### src/rtl/jts16_sched_pkg.sv
// jts16_sched_pkg
// Shared definitions for the SDRAM bank scheduler: sequencer state encoding,
// bank index constants, the default refresh interval and a bank-to-strobe
// helper.
package jts16_sched_pkg;

  typedef enum logic [1:0] {
    ST_IDLE    = 2'd0,
    ST_ISSUE   = 2'd1,
    ST_WAIT    = 2'd2,
    ST_REFRESH = 2'd3
  } sched_state_e;

  localparam logic [1:0] BANK_MAIN  = 2'd0;  // RAM/VRAM/ROM, only writer
  localparam logic [1:0] BANK_SOUND = 2'd1;
  localparam logic [1:0] BANK_TILES = 2'd2;
  localparam logic [1:0] BANK_OBJ   = 2'd3;

  localparam int REF_PERIOD_DEF = 390;

  function automatic logic [3:0] bank_onehot(input logic [1:0] bank);
    bank_onehot = 4'b0001 << bank;
  endfunction

endpackage

### src/rtl/jts16_sched_pick.sv
// jts16_sched_pick
// Winner select among the four bank requests.
//   Macro JTS16_SCHED_RR_EN: defined -> round-robin, search starts at an
//   internal pointer that moves to winner+1 on every accepted command.
//   Undefined -> fixed priority bank 0 > 1 > 2 > 3, no pointer state.
// Ports:
//   clk, rst_n      clock, async active-low reset (pointer only)
//   req[3:0]        pending request per bank
//   adv             pointer update strobe (command accepted)
//   adv_bank        bank that was accepted
//   win, win_vld    selected bank, and whether any request is pending
module jts16_sched_pick
  import jts16_sched_pkg::*;
(
  input  logic       clk,
  input  logic       rst_n,
  input  logic [3:0] req,
  input  logic       adv,
  input  logic [1:0] adv_bank,
  output logic [1:0] win,
  output logic       win_vld
);

`ifdef JTS16_SCHED_RR_EN
  logic [1:0] ptr_q, ptr_d;

  always_comb begin
    ptr_d = ptr_q;
    if (adv) ptr_d = adv_bank + 2'd1;
  end

  always_ff @(posedge clk or negedge rst_n) begin
    if (!rst_n) ptr_q <= BANK_MAIN;
    else        ptr_q <= ptr_d;
  end

  // Walk offsets from farthest to nearest so the bank closest to the
  // pointer is the last (winning) assignment.
  always_comb begin
    win     = ptr_q;
    win_vld = |req;
    for (int i = 3; i >= 0; i--) begin
      if (req[ptr_q + 2'(i)]) win = ptr_q + 2'(i);
    end
  end
`else
  logic unused_pick;
  assign unused_pick = &{1'b0, clk, rst_n, adv, adv_bank};

  always_comb begin
    win     = BANK_MAIN;
    win_vld = |req;
    if (req[3]) win = BANK_OBJ;
    if (req[2]) win = BANK_TILES;
    if (req[1]) win = BANK_SOUND;
    if (req[0]) win = BANK_MAIN;
  end
`endif

endmodule

### src/rtl/jts16_bank_sched.sv
// jts16_bank_sched
// Serialises the four bank slot managers onto the single-command SDRAM
// controller, one command in flight, with periodic auto-refresh inserted
// while refresh_en is high. Only bank 0 can write.
// Macro JTS16_SCHED_RR_EN selects round-robin arbitration (see
// jts16_sched_pick); default build is fixed priority.
// Ports:
//   ba_rd/ba0_wr/ba_addr/ba0_din/ba0_din_m   bank-side requests (level)
//   ba_ack/ba_rdy/data_read                   bank-side strobes and data
//   refresh_en                                refresh window
//   cmd_*                                     command to SDRAM controller
//   cmd_gnt/cmd_done/sdram_dout               controller handshake
//
// state      | meaning
// -----------+---------------------------------------------------------
// ST_IDLE    | no command in flight; refresh first, else pick a bank
// ST_ISSUE   | cmd_req high with latched bank command, waiting cmd_gnt
// ST_WAIT    | bank command granted, waiting cmd_done
// ST_REFRESH | refresh requested (before grant) or in progress (after)
module jts16_bank_sched
  import jts16_sched_pkg::*;
#(
  parameter int AW         = 22,
  parameter int REF_PERIOD = REF_PERIOD_DEF,
  parameter int REF_W      = 9
) (
  input  logic            clk,
  input  logic            rst_n,
  input  logic [3:0]      ba_rd,
  input  logic            ba0_wr,
  input  logic [4*AW-1:0] ba_addr,
  input  logic [15:0]     ba0_din,
  input  logic [1:0]      ba0_din_m,
  output logic [3:0]      ba_ack,
  output logic [3:0]      ba_rdy,
  output logic [31:0]     data_read,
  input  logic            refresh_en,
  output logic            cmd_req,
  output logic [1:0]      cmd_ba,
  output logic [AW-1:0]   cmd_addr,
  output logic            cmd_wr,
  output logic            cmd_ref,
  output logic [15:0]     cmd_din,
  output logic [1:0]      cmd_mask,
  input  logic            cmd_gnt,
  input  logic            cmd_done,
  input  logic [31:0]     sdram_dout
);

  sched_state_e    state_q, state_d;
  logic [1:0]      win_q, win_d;
  logic [AW-1:0]   addr_q, addr_d;
  logic            wr_q, wr_d;
  logic [15:0]     din_q, din_d;
  logic [1:0]      mask_q, mask_d;
  logic [3:0]      ack_q, ack_d;
  logic [3:0]      rdy_q, rdy_d;
  logic [31:0]     data_q, data_d;
  logic            refg_q, refg_d;     // refresh granted, waiting done
  logic [REF_W-1:0] cnt_q, cnt_d;
  logic            pend_q, pend_d;
  logic            ref_clr;
  logic            ref_hit;

  logic [1:0]      pick_win;
  logic            pick_vld;
  logic [AW-1:0]   pick_addr;
  logic            pick_adv;

  jts16_sched_pick u_pick (
    .clk      (clk),
    .rst_n    (rst_n),
    .req      (ba_rd | {3'b000, ba0_wr}),
    .adv      (pick_adv),
    .adv_bank (win_q),
    .win      (pick_win),
    .win_vld  (pick_vld)
  );

  assign pick_adv = (state_q == ST_ISSUE) && cmd_gnt;

  always_comb begin
    pick_addr = ba_addr[AW-1:0];
    case (pick_win)
      BANK_SOUND: pick_addr = ba_addr[AW+:AW];
      BANK_TILES: pick_addr = ba_addr[2*AW+:AW];
      BANK_OBJ:   pick_addr = ba_addr[3*AW+:AW];
      default:    ;
    endcase
  end

  // Refresh interval: counts only inside the refresh window; the pending
  // flag is independent of the window so a request is never lost.
  always_comb begin
    ref_hit = refresh_en && (cnt_q == REF_W'(REF_PERIOD - 1));
    cnt_d   = cnt_q;
    if (refresh_en) cnt_d = ref_hit ? '0 : cnt_q + 1'b1;
    pend_d = pend_q;
    if (ref_clr) pend_d = 1'b0;
    if (ref_hit) pend_d = 1'b1;
  end

  always_comb begin
    state_d = state_q;
    win_d   = win_q;
    addr_d  = addr_q;
    wr_d    = wr_q;
    din_d   = din_q;
    mask_d  = mask_q;
    ack_d   = '0;
    rdy_d   = '0;
    data_d  = data_q;
    refg_d  = refg_q;
    ref_clr = 1'b0;
    case (state_q)
      ST_IDLE: begin
        if (pend_q) begin
          state_d = ST_REFRESH;
          refg_d  = 1'b0;
        end else if (pick_vld) begin
          state_d = ST_ISSUE;
          win_d   = pick_win;
          addr_d  = pick_addr;
          // bank 0 write beats a simultaneous bank 0 read
          wr_d    = (pick_win == BANK_MAIN) && ba0_wr;
          din_d   = ba0_din;
          mask_d  = ba0_din_m;
        end
      end
      ST_ISSUE: begin
        if (cmd_gnt) begin
          ack_d   = bank_onehot(win_q);
          state_d = ST_WAIT;
        end
      end
      ST_WAIT: begin
        if (cmd_done) begin
          if (!wr_q) data_d = sdram_dout;
          rdy_d   = bank_onehot(win_q);
          state_d = ST_IDLE;
        end
      end
      ST_REFRESH: begin
        if (!refg_q) begin
          if (cmd_gnt) refg_d = 1'b1;
        end else if (cmd_done) begin
          ref_clr = 1'b1;
          refg_d  = 1'b0;
          state_d = ST_IDLE;
        end
      end
      default: state_d = ST_IDLE;
    endcase
  end

  always_ff @(posedge clk or negedge rst_n) begin
    if (!rst_n) begin
      state_q <= ST_IDLE;
      win_q   <= BANK_MAIN;
      addr_q  <= '0;
      wr_q    <= 1'b0;
      din_q   <= '0;
      mask_q  <= '0;
      ack_q   <= '0;
      rdy_q   <= '0;
      data_q  <= '0;
      refg_q  <= 1'b0;
      cnt_q   <= '0;
      pend_q  <= 1'b0;
    end else begin
      state_q <= state_d;
      win_q   <= win_d;
      addr_q  <= addr_d;
      wr_q    <= wr_d;
      din_q   <= din_d;
      mask_q  <= mask_d;
      ack_q   <= ack_d;
      rdy_q   <= rdy_d;
      data_q  <= data_d;
      refg_q  <= refg_d;
      cnt_q   <= cnt_d;
      pend_q  <= pend_d;
    end
  end

  assign cmd_req   = (state_q == ST_ISSUE) || ((state_q == ST_REFRESH) && !refg_q);
  assign cmd_ref   = (state_q == ST_REFRESH);
  assign cmd_ba    = win_q;
  assign cmd_addr  = addr_q;
  assign cmd_wr    = wr_q;
  assign cmd_din   = din_q;
  assign cmd_mask  = mask_q;
  assign ba_ack    = ack_q;
  assign ba_rdy    = rdy_q;
  assign data_read = data_q;

endmodule

### config.mk
export PLATFORM = sky130hd
export DESIGN_NAME = jts16_bank_sched
export DESIGN_NICKNAME = d
export VERILOG_FILES = /design/src/rtl/jts16_sched_pkg.sv /design/src/rtl/jts16_sched_pick.sv /design/src/rtl/jts16_bank_sched.sv
export SDC_FILE = /design/constraint.sdc
export NUM_CORES = 1
export LEC_CHECK = 0
export CORE_ASPECT_RATIO = 1.5
export CORE_MARGIN = 1
export CORE_UTILIZATION = 25
export CTS_CLUSTER_DIAMETER = 40
export CTS_CLUSTER_SIZE = 8
export DETAILED_ROUTE_END_ITERATION = 8
export GPL_TIMING_DRIVEN = 1
export SLEW_MARGIN = 20
export SYNTH_ARGS = -nofsm -noshare
export SYNTH_HDL_FRONTEND = slang
export SYNTH_SLANG_ARGS = --single-unit
### constraint.sdc
create_clock -name clk -period 2.3 [get_ports clk]
set_input_delay 0.46 -clock clk [delete_from_list [all_inputs] [get_ports clk]]
set_output_delay 0.46 -clock clk [all_outputs]
set_load 0.01 [all_outputs]
Word level (Yosys, flattened, before mapping)
Cells that the tools add are included.
W data, S select, Z words.
- add/sub/neg operators: 1
- equal/unequal tests: 11
- shift-type cells: 1
- muxes and demuxes: 26
- bitwise operators: 3
- reductions and logical operators: 14
- operators with widths (kind ; number):
    $pmux W22 S3 ; 1
    $mux W2 ; 9
    $mux W4 ; 4
    $add A9 B1 Y9 const B ; 1
    $eq A9 B9 Y1 const B ; 1
    $mux W1 ; 9
    $mux W9 ; 1
    $reduce_and A3 Y1 ; 3
    $eq A2 B2 Y1 const B ; 4
    $pmux W2 S4 ; 1
    $eq A2 B1 Y1 const B ; 2
    $logic_not A2 Y1 ; 2
    $ne A2 B2 Y1 const B ; 2
    $or A4 B1 Y4 ; 1
    $reduce_bool A2 Y1 ; 2
    $reduce_or A4 Y1 ; 1
    $shl A1 B2 Y4 const A ; 1
    $logic_and A1 B1 Y1 ; 3
    $ne A3 B3 Y1 const B ; 1
    $ne A2 B1 Y1 const B ; 1
    $not A1 Y1 ; 2
    $pmux W1 S2 ; 1
    $reduce_and A2 Y1 ; 1
    $logic_not A1 Y1 ; 1
    $logic_or A1 B1 Y1 ; 1
- bits in registers: 96
- bits of input ports: 148
- logic and storage cells: 68

Logic depth before layout (Yosys ltp)
Gate-level depths: netlist (run 1).
- depth in word-level cells: 7
- depth in mapped cells: 7

Modules after synthesis
From an unflattened synthesis (run 1), not the netlist that was laid out.
- cells, all modules: 284
- area, all modules: 4321.6 um2
- by module, submodules not included (module ; instances ; cells an instance ; area each (um2) ; seq. area each (um2)):
    jts16_bank_sched ; 1 ; 277 ; 4286.6 ; 2402.3
    jts16_sched_pick ; 1 ; 7 ; 35.0 ; 0.0

Least setup slack after synthesis (run 1)
Ideal clock, no wire load.
- kind: input -> register
- start: in ba_rd[1]
- end: reg addr_q[13], in the netlist cmd_addr[13]
- arrival time: 1.602 ns
- path slack: 0.568 ns
- stages: 5
- path through: or3_4 > buf_6 > or3_1 > a222oi_1 > o21ai_1
- word-level cells in the longest chain between the ends: 5
- elaborated cells on any way between the ends: 9
- RTL lines (what ; RTL line ; RTL):
    start: declaration ; jts16_bank_sched.sv:29 ; input logic [3:0] ba_rd,
    $or A4 B1 Y4 * ; jts16_bank_sched.sv:73 ; .req (ba_rd | {3'b000, ba0_wr}),
    $mux W2 ; jts16_sched_pick.sv:55 ; if (req[1]) win = BANK_SOUND;
    $mux W2 ; jts16_sched_pick.sv:56 ; if (req[0]) win = BANK_MAIN;
    $eq A2 B2 Y1 or $eq A2 B1 Y1 (tied branches) ; jts16_bank_sched.sv:84 ; case (pick_win)
    $pmux W22 S3 ; jts16_bank_sched.sv:84 ;
    end signal: assignment ; jts16_bank_sched.sv:173 ; addr_q <= addr_d;
    end: declaration ; jts16_bank_sched.sv:52 ; logic [AW-1:0] addr_q, addr_d;
Every way passes the cells marked *; elsewhere a longest branch is shown, timed or not.
A chain may end at the register's enable or synchronous reset.

Worst setup path after layout (run 1)
- start: reg state_q[0]
- end: out cmd_req
- word-level cells in the longest chain between the ends: 3
- elaborated cells on any way between the ends: 4
- RTL lines (what ; RTL line ; RTL):
    start: declaration ; jts16_bank_sched.sv:50 ; sched_state_e state_q, state_d;
    start signal: assignment ; jts16_bank_sched.sv:171 ; state_q <= state_d;
    $eq A2 B2 Y1 ; jts16_bank_sched.sv:186 ; assign cmd_req = (state_q == ST_ISSUE) || ((state_q == ST_REFRESH) && !refg_q);
    $logic_and A1 B1 Y1 ; jts16_bank_sched.sv:186 ;
    $logic_or A1 B1 Y1 * ; jts16_bank_sched.sv:186 ;
    end: declaration ; jts16_bank_sched.sv:38 ; output logic cmd_req,
Marked as above.

==> summary.md, run 1 <==
| Metric | Value |
|---|---|
| Status | finished, final reports clean |
| FILL cells | 1612 |
| Min Tclk post-route | 2.09 ns |
| Sequential fraction of the synthesis area | 56.3% |
| Req. time, crit path | 1.84 ns |
| Routed Antenna Nets | 0 |
| Crit path cell chain | buf_4, a21boi_0, clkdlybuf4s50_1 |
| Ant. Diodes | 0 |
| H-tree Lvls | 3 |
| Synth Net Count | 554 |
| Mapped Cells | 404 |
| Hold Buf Count CTS | 0 |
| Final HPWL DP | 10.6 mm |
| Total congestion overflow | 0 |
| Vias per inst | 4.69 |
| Clk pin slew, worst setup/hold paths | 0.07 ns |
| Async set-or-reset flop fraction in the synthesized netlist | 100% |
| Syn Area/Cell | 10.6 sq um |
| Worst-case clock buffer depth | 2 |
| Count leader, synth | dfrtp_1 |
| Synth cell types | 36 |
| WL met1 | 4.92 mm |
| Routed WL per cell | 15.6 um |
| Total leakage power | 3.04 nW |
| Unrepaired setup endpoints after global routing | no |
| Max Slew Vio Count | 0 |
| Fin. Hold Viols | 0 |
| Fraction of layout cells with a size suffix above 1 | 11.1% |
| Final Net Count | 793 |
| Area grow syn2layout | 70.7% |
| Final core occ | 43.6% |
| Post-CTS setup buffers | 0 |
| Clock skew | 0.00610 ns |
| Top_reg_cell synth | dfrtp_1 |
| Netlist Area Pre-Place | 4260 sq um |
| Setup TNS | 0 ns |
| Vias in the first global route | 4240 |
| Total Power | 8.14 mW |
| Num ports | 233 |
| Number of synthesized flops with an enable pin | 0 |
| Yosys top cell area share | 56.3% |
| Crit-path max FO | 12 |
| Drt pass-1 iters | 5 |
| Worst setup path class | flip-flop to primary output |
| Initial antenna violation count | 0 |
| Die H | 162 um |
| Flops & latches, synth | 96 |
| Max_cap viols | 0 |
| CTS root buf | clkbuf_16 |
| CP peak stage delay | 0.58 ns |
| DR iter-0 viols | 146 |
| Core region area | 16700 sq um |
| CP delay by family, top | buffers and inverters |
| Design Area, Final | 7280 sq um |
| Ys Warns | 0 |
| Residual DRC | 0 |
| Post-Route WL | 13.4 mm |
| Pwr dens | 1120 nW/um^2 |
| Slew Limit Headroom | 37.0% |
| Resize count post-CTS | 0 |
| Die X | 109 um |
| Worst vdd ir | 0.497 mV |
| Largest area contributor in the netlist | dfrtp_1 |
| GP Congestion | 0.823 |
| Worst Setup Start Kind | flip-flop |
| Top cells by area, synth | dfrtp_1 (56%), nand2_1 (7.7%), mux2_2 (6.9%), a222oi_1 (5.2%), or3_1 (3.2%) |
| Site Rows | 58 |
| Placement-stage cell area | 6960 sq um |
| Initial Util | 25.5% |
| Detailed-route via count | 4019 |
| TritonCTS Buffers | 9 |
| Setup Viol. Count Final | 0 |
| Worst skew pair latency | 0.33 ns |
| DR top layer | met4 |
| Period utilisation layout | 90.7% |
| CTS tree | built |
| Critical path's slowest cell | clkdlybuf4s50_1 |
| Peak Freq | 0.479 GHz |
| Met3 routed WL | 1.22 mm |
| Commonest cells post-synth | dfrtp_1 (96), nand2_1 (87), mux2_2 (26) |
| WL met2 | 6.99 mm |
| Clock Sinks | 96 |
| Worst-margin pin slew | 0.945 ns |
| Crit path buffers/inverters | 2 |
| Critical path arrival | 1.63 ns |
| First-pass GRT wire length | 20.9 mm |
| CP endpoint kind | primary output |
| Global Route Usage Sum | 15.3% |
| Port buffer count | 232 |
| Hold Crit Class | primary input to asynchronous set/reset pin |
| DIE AREA | 17600 sq um |
| Largest net degree at the start of global routing | 44 |
kinds of logic after synthesis:
family | share of synthesized area, %
AND/OR/NAND/NOR | 16.9
flip-flops | 56.3
AO/OA/AOI/OAI | 12.9
multiplexers | 8.71
buffers and inverters | 3.20
XOR/XNOR | 1.44
adder cells (fa/ha/maj) | 0.587
layout make-up:
class | count | area [sq um] | area share [%]
well taps | 210 | 263 | 3.61
repair buffers | 254 | 2530 | 34.8
clock inverters | 6 | 67.6 | 0.928
inverters | 2 | 7.51 | 0.103
flip-flops and latches | 96 | 2400 | 33.0
multi-input cells | 280 | 1780 | 24.4
clock buffers | 9 | 225 | 3.09
metal layers:
metal | vias to the layer above | track usage (%)
li1 | 1920 | -
met1 | 1877 | 16.3
met2 | 206 | 27.8
met3 | 16 | 4.57
met4 | 0 | 6.20
met5 | - | 0
final timing paths:
kind,cells past startpoint,to,slack [ns],start
setup / recovery,3,cmd_req,0.21,state_q[0]$_DFFE_PN0P_
hold / removal,1,data_read[4]$_DFFE_PN0P_,0.07,rst_n
setup reg to reg,4,cmd_addr[12]$_DFFE_PN0P_,0.62,state_q[1]$_DFFE_PN0P_
hold reg to reg,2,cmd_din[14]$_DFFE_PN0P_,0.47,cmd_din[14]$_DFFE_PN0P_
max in group asynchronous,2,cmd_din[9]$_DFFE_PN0P_,1.59,rst_n
min in group clk,2,cmd_din[14]$_DFFE_PN0P_,0.47,cmd_din[14]$_DFFE_PN0P_
flip-flops by register name (all words and copies together) (netlist names):
name and count:
cmd_addr 22, cnt_q 9, refg_q 1, data_read 32, cmd_mask 2, ba_rdy 4, state_q 2, cmd_din 16
pend_q 1, cmd_wr 1, ba_ack 4, cmd_ba 2
worst reg2reg max path: stages, from the launching register on:
cell	delay [ns]
dfrtp_1	0.39
nor3_2	0.30
a21boi_4	0.59
o21ai_0	0.18
o21ai_1	0.15
power breakdown:
part | leakage [nW] | switching [mW] | internal, mW
Clock | 0.138 | 0.642 | 0.843
Sequential | 1.19 | 0.466 | 2.45
Combinational | 1.71 | 1.58 | 2.16
per-stage QoR:
stage / cells / setup WS, ns / hold WS, ns
floorplan: 404 / 0.568 / 0.164
global placement: 841 / -0.102 / 0.449
detailed placement: 841 / -0.197 / 0.451
CTS: 856 / 0.170 / 0.0847
global route: 857 / 0.0881 / 0.104
finish: 857 / 0.213 / 0.0732
cells in the final DEF, fill, tap and decap left out, types with 2 or more instances in the layout:
master,count
nand2b_1,4
buf_12,4
and2_1,2
nand4_1,5
or3_1,22
inv_6,2
nor2b_1,3
o21ai_1,23
inv_1,2
clkbuf_16,9
nor2_1,18
xnor2_1,3
ha_1,2
xor2_1,4
nor3_1,8
buf_4,19
clkdlybuf4s50_1,231
o21ai_0,24
mux2_2,26
nand2_1,87
clkinvlp_4,2
nand3b_1,2
mux2_1,7
a21boi_4,2
dfrtp_1,96
a222oi_1,22
No activity file was read; power rests on OpenSTA's default activity.
==> inputs of run 2 (changes only) <==
GPL_TIMING_DRIVEN = 0   (was 1)
SKIP_LAST_GASP = 1   (was not set)
==> summary.md, run 2 (synthesis gave the netlist of run 1 again) <==
| Metric | Value |
|---|---|
| Most frequent cells in the layout | clkdlybuf4s50_1 (230), dfrtp_1 (96), nand2_1 (87) |
| GP Congestion | 0.819 (-0.39%) |
| Drt pass-1 iters | 5 (unchanged) |
| Fraction of layout cells with a size suffix above 1 | 9.52% (-1.6 points) |
| Port buffer count | 231 (-0.43%) |
| Max Slew Vio Count | 0 (unchanged) |
| CP endpoint kind | flip-flop |
| DR iter-0 viols | 204 (+40%) |
| Post-CTS setup buffers | 0 (unchanged) |
| Worst setup path class | primary input to flip-flop |
| Site Rows | 58 (unchanged) |
| Largest net degree at the start of global routing | 51 (+16%) |
| Final worst slack | -0.0447 ns (-0.258 ns) |
| FILL cells | 1658 (+2.9%) |
| Hold Crit Class | primary input to asynchronous set/reset pin |
| Switching share of power | 33.8% (+0.72 points) |
| Internal power | 5.36 mW (-1.5%) |
| Total leakage power | 3.00 nW (-1.4%) |
| Combinational share of power | 44.8% (-1.1 points) |
| Failing checks | negative setup slack |
| Design Area, Final | 7180 sq um (-1.3%) |
| Fin. Hold Viols | 0 (unchanged) |
| Final Net Count | 796 (+0.38%) |
| Unrepaired setup endpoints after global routing | yes |
| Routed WL per cell | 15.8 um (+1.2%) |
| Placement-stage cell area | 6870 sq um (-1.3%) |
| Total congestion overflow | 0 (unchanged) |
| Max_cap viols | 0 (unchanged) |
| Status | complete, but fails checks |
| Num ports | 233 (unchanged) |
| Min Tclk post-route | 2.34 ns (+0.258 ns) |
| Worst-case clock buffer depth | 2 (unchanged) |
| Total Power | 8.10 mW (-0.48%) |
| Clock Sinks | 96 (unchanged) |
| Setup Viol. Count Final | 1 (+1) |
| CTS root buf | clkbuf_16 |
| TritonCTS Buffers | 9 (unchanged) |
| Hold Buf Count CTS | 0 (unchanged) |
| Ant. Diodes | 0 (unchanged) |
| First-pass GRT wire length | 21.6 mm (+3.6%) |
| Final HPWL DP | 11.0 mm (+4.1%) |
| Clk pin slew, worst setup/hold paths | 0.07 ns (about the same) |
| CTS tree | built |
| Slew Limit Headroom | 63.3% (+26 points) |
| Setup TNS | -0.0447 ns (-0.0447 ns) |
| Worst skew pair latency | 0.34 ns (about the same) |
| Routed Antenna Nets | 0 (unchanged) |
| Initial antenna violation count | 0 (unchanged) |
| H-tree Lvls | 3 (unchanged) |
| DIE AREA | 17600 sq um (unchanged) |
| Initial Util | 25.5% (unchanged) |
| Worst-margin pin slew | 0.550 ns (-0.395 ns) |
| Worst Setup Start Kind | primary input |
| Max FFs per register | 32 (unchanged) |
| Net switching power | 2.73 mW (+1.7%) |
| Area grow syn2layout | 68.4% |
| Pwr dens | 1130 nW/um^2 (+0.87%) |
| Most common cell after layout, fill and taps aside | clkdlybuf4s50_1 |
| Critical path arrival | 2.55 ns (+0.92 ns) |
| Req. time, crit path | 2.50 ns (+0.66 ns) |
| Core region area | 16700 sq um (unchanged) |
| Share of power burned in registers | 36.0% (+0.2 points) |
| Global Route Usage Sum | 15.9% (+0.53 points) |
| Vias in the first global route | 4369 (+3.0%) |
| Period utilisation layout | 102% (+11 points) |
| Residual DRC | 0 (unchanged) |
| Clock Power Share | 19.2% (+1.0 points) |
| Clock skew | 0.00913 ns (+0.00302 ns) |
| Detailed-route via count | 3995 (-0.60%) |
| Post-Route WL | 13.6 mm (+1.7%) |
| Die X | 109 um (unchanged) |
| Worst vdd ir | 0.430 mV (-13%) |
| Die H | 162 um (unchanged) |
| Peak Freq | 0.426 GHz (-11%) |
| Crit-path max FO | 10 (-2) |
| Vias per inst | 4.64 (-1.1%) |
==> run 2: cell types whose count changed in the layout (fill, tap and decap cells not counted), moves of 2 or more <==
| cell | change |
|---|---|
| buf_6 | +3 |
| buf_4 | -19 |
| buf_12 | -4 |
| clkbuf_2 | +2 |
| buf_2 | +10 |
| clkbuf_1 | +12 |
| a21boi_4 | -2 |
==> run 2: what timing repair did <==
item	in CTS	in global routing
pin swaps	0	2
gates cloned	0	0
resized for setup	0	5
setup endpoints to repair	1	8
==> run 2: final cells by class <==
| type | instances | area, sq um | share of cell area (%) |
|---|---|---|---|
| Sequential cell | 96 | 2400 | 33.5 |
| Timing Repair Buffer | 232 | 2340 | 32.6 |
| Multi-Input combinational cell | 279 | 1730 | 24.1 |
| Tap cell | 210 | 263 | 3.66 |
| Clock buffer | 9 | 225 | 3.14 |
| Buffer | 26 | 128 | 1.78 |
| Clock inverter | 7 | 83.8 | 1.17 |
| Inverter | 2 | 7.51 | 0.105 |
==> run 2: per-stage QoR <==
stage | utilization [%] | setup WS (ns) | hold slack (ns) | cells
floorplan | - | 0.568 | 0.164 | 404
global route | 43.0 | -0.0146 | 0.0776 | 861
finish | 43.0 | -0.0447 | 0.0507 | 861
global placement | 41.0 | -2.92 | 0.462 | 845
CTS | 43.0 | 0.0351 | 0.0622 | 861
detailed placement | 41.1 | -0.327 | 0.435 | 846
==> run 2: final timing paths <==
path,startpoint,endpoint,slack [ns],depth (start not counted)
max,ba0_wr,cmd_addr[13]$_DFFE_PN0P_,-0.04,6
min,rst_n,data_read[4]$_DFFE_PN0P_,0.05,1
max reg2reg,state_q[0]$_DFFE_PN0P_,cmd_addr[7]$_DFFE_PN0P_,0.24,5
min reg2reg,cmd_din[7]$_DFFE_PN0P_,cmd_din[7]$_DFFE_PN0P_,0.48,2
max in group asynchronous,rst_n,cmd_din[9]$_DFFE_PN0P_,1.65,2
min in group clk,refresh_en,cnt_q[1]$_DFFE_PN0P_,0.41,2
==> run 2: power groups by stage <==
stage          sequential, mW  clock [mW]  combinational, mW
4_1_cts                  2.93        1.62               3.72
3_3_place_gp             2.90           0               3.66
3_5_place_dp             2.94           0               3.73
5_1_grt                  3.02        1.69               4.00
6_report                 2.92        1.55               3.63
2_1_floorplan            3.20           0               1.29
==> run 2: metal layers <==
metal | routed length, um | track usage, %
met3 | 1080 | 3.81
met4 | 316 | 6.20
met2 | 7300 | 30.3
met1 | 4920 | 16.1
met5 | 0 | 0
==> run 2: worst max-delay path: stages <==
cell	delay, ns
clkdlybuf4s50_1	0.50
or3_4	0.46
buf_6	0.16
or3_1	0.37
a222oi_1	0.46
o21ai_1	0.13
==> inputs of run 3 (changes only) <==
CTS_CLUSTER_SIZE = 14   (was 8)
SKIP_LAST_GASP = not set   (was 1)
TNS_END_PERCENT = 20   (was not set)
==> summary.md, run 3 (synthesis gave the netlist of run 1 again) <==
| Metric | Value |
|---|---|
| Num ports | 233 (unchanged) |
| Crit path cell chain | clkdlybuf4s50_1, or3_4, buf_6, or3_1, a222oi_1, o21ai_1 |
| Core region area | 16700 sq um (unchanged) |
| Total Power | 8.11 mW (+0.16%) |
| DR iter-0 viols | 217 (+6.4%) |
| Final worst slack | -0.0111 ns (+0.0336 ns) |
| CTS root buf | clkbuf_16 |
| Max Slew Vio Count | 0 (unchanged) |
| Net switching power | 2.74 mW (+0.30%) |
| Routed WL per cell | 15.9 um (+0.24%) |
| Placement-stage cell area | 6870 sq um (unchanged) |
| Final HPWL DP | 11.0 mm (unchanged) |
| First-pass GRT wire length | 21.6 mm (unchanged) |
| Initial antenna violation count | 0 (unchanged) |
| Setup Viol. Count Final | 1 (unchanged) |
| DIE AREA | 17600 sq um (unchanged) |
| Combinational share of power | 44.8% (about the same) |
| Slew Limit Headroom | 64.9% (+1.6 points) |
| Fraction of layout cells with a size suffix above 1 | 9.37% (-0.15 points) |
| CP delay by family, top | simple AND/OR/NAND/NOR gates |
| Largest net degree at the start of global routing | 51 (unchanged) |
| Fin cells | 861 (unchanged) |
| Area grow syn2layout | 68.4% (about the same) |
| GP Congestion | 0.819 (unchanged) |
| TritonCTS Buffers | 9 (unchanged) |
| CTS tree | built |
| Die X | 109 um (unchanged) |
| Share of power burned in registers | 36.1% (about the same) |
| CP endpoint kind | flip-flop |
| Clk pin slew, worst setup/hold paths | 0.07 ns (about the same) |
| RR Startpoint | state_q[0]$_DFFE_PN0P_ |
| Worst vdd ir | 0.430 mV (about the same) |
| Site Rows | 58 (unchanged) |
| Crit-path max FO | 10 (unchanged) |
| CP peak stage delay | 0.50 ns (about the same) |
| Total leakage power | 3.00 nW (about the same) |
| Post-placement cell count | 846 (unchanged) |
| Failing checks | negative setup slack |
| Internal power | 5.37 mW (about the same) |
| Worst-margin pin slew | 0.527 ns (-0.0234 ns) |
| Die H | 162 um (unchanged) |
| Most common cell after layout, fill and taps aside | clkdlybuf4s50_1 |
| Drt pass-1 iters | 5 (unchanged) |
| Critical path's slowest cell | clkdlybuf4s50_1 |
| Critical path arrival | 2.52 ns (-0.03 ns) |
| Worst Setup Start Kind | primary input |
| Status | complete, but fails checks |
| Clock Power Share | 19.1% (about the same) |
| Crit path buffers/inverters | 2 (unchanged) |
| Max FFs per register | 32 (unchanged) |
| Peak Freq | 0.433 GHz (+1.5%) |
| Min Tclk post-route | 2.31 ns (-0.0336 ns) |
| Pre-CTS setup slack | -0.327 ns (unchanged) |
| Vias in the first global route | 4369 (unchanged) |
| Routed Antenna Nets | 0 (unchanged) |
| Setup TNS | -0.0111 ns (+0.0336 ns) |
| R2R depth | 4 (-1) |
| Initial Util | 25.5% (unchanged) |
| Final Net Count | 796 (unchanged) |
| Fin. Hold Viols | 0 (unchanged) |
| Post-Route WL | 13.6 mm (+0.24%) |
| Residual DRC | 0 (unchanged) |
| Vias per inst | 4.64 (about the same) |
| Hold Crit Class | primary input to asynchronous set/reset pin |
| Detailed-route via count | 3997 (+0.050%) |
| Clock skew | 0.00933 ns (+0.000198 ns) |
| Total congestion overflow | 0 (unchanged) |
| Most frequent cells in the layout | clkdlybuf4s50_1 (230), dfrtp_1 (96), nand2_1 (87) |
| Worst R2R End | data_read[9]$_DFFE_PN0P_ |
| Fin Hold WS | 0.0512 ns (+0.000557 ns) |
| Ant. Diodes | 0 (unchanged) |
| Port buffer count | 231 (unchanged) |
| Worst setup path class | primary input to flip-flop |
| Clock Sinks | 96 (unchanged) |
| Req. time, crit path | 2.50 ns (about the same) |
| Switching share of power | 33.8% (+0.046 points) |
| Worst-case clock buffer depth | 2 (unchanged) |
| Final core occ | 43.0% (about the same) |
| H-tree Lvls | 3 (unchanged) |
| Period utilisation layout | 100% (-1.5 points) |
| Worst skew pair latency | 0.34 ns (about the same) |
| Global Route Usage Sum | 15.9% (unchanged) |
| Unrepaired setup endpoints after global routing | yes |
| Max_cap viols | 0 (unchanged) |
| R2R Setup Slk | 0.26 ns (+0.02 ns) |
| Design Area, Final | 7180 sq um (about the same) |
| Pwr dens | 1130 nW/um^2 (+0.15%) |
-- run 3: cell type report --
class / instances / area, sq um
fill: 1658 / 9510
sequential: 96 / 2400
timing repair buffer: 232 / 2340
multi-input combinational: 279 / 1730
tap: 210 / 263
clock buffer: 9 / 225
buffer: 26 / 128
clock inverter: 7 / 83.8
inverter: 2 / 7.51
-- run 3: worst max-delay path by stage --
stage	startpoint	end	slack [ns]	cells after the start
6_report	ba0_wr	cmd_addr[13]$_DFFE_PN0P_	-0.01	6
5_1_grt	ba0_wr	cmd_addr[13]$_DFFE_PN0P_	-0.02	6
4_1_cts	ba0_wr	cmd_addr[13]$_DFFE_PN0P_	0.04	6
3_5_place_dp	ba0_wr	cmd_addr[13]$_DFFE_PN0P_	-0.33	6
3_3_place_gp	rst_n	cmd_addr[8]$_DFFE_PN0P_	-2.92	1
2_1_floorplan	ba_rd[1]	cmd_addr[13]$_DFFE_PN0P_	0.57	5
-- run 3: timing repair --
action,CTS,global route
pin swaps,0,1
endpoints found under the setup margin,1,8
hold buffers,0,0
endpoints found under the hold margin,0,0
resized for setup,0,5
buffers inserted,0,0
-- run 3: power by group through the flow --
stage	registers, mW	logic (mW)	clock network (mW)
2_1_floorplan	3.20	1.29	0
3_3_place_gp	2.90	3.66	0
3_5_place_dp	2.94	3.73	0
4_1_cts	2.93	3.72	1.62
5_1_grt	3.03	4.00	1.69
6_report	2.92	3.64	1.55
-- run 3: worst register-to-register path, cell delays in order, from the launching register on --
cell and delay [ns]:
dfrtp_1 0.53, nand3b_1 0.36, nor2_1 0.35, buf_2 0.32, mux2_2 0.37
-- run 3: routing by layer --
metal | vias to the layer above | global-route usage, % | routed length (um)
met5 | - | 0 | 0
met3 | 17 | 3.81 | 1090
li1 | 1918 | - | -
met2 | 183 | 30.3 | 7290
met4 | 0 | 6.20 | 313
met1 | 1879 | 16.1 | 4950
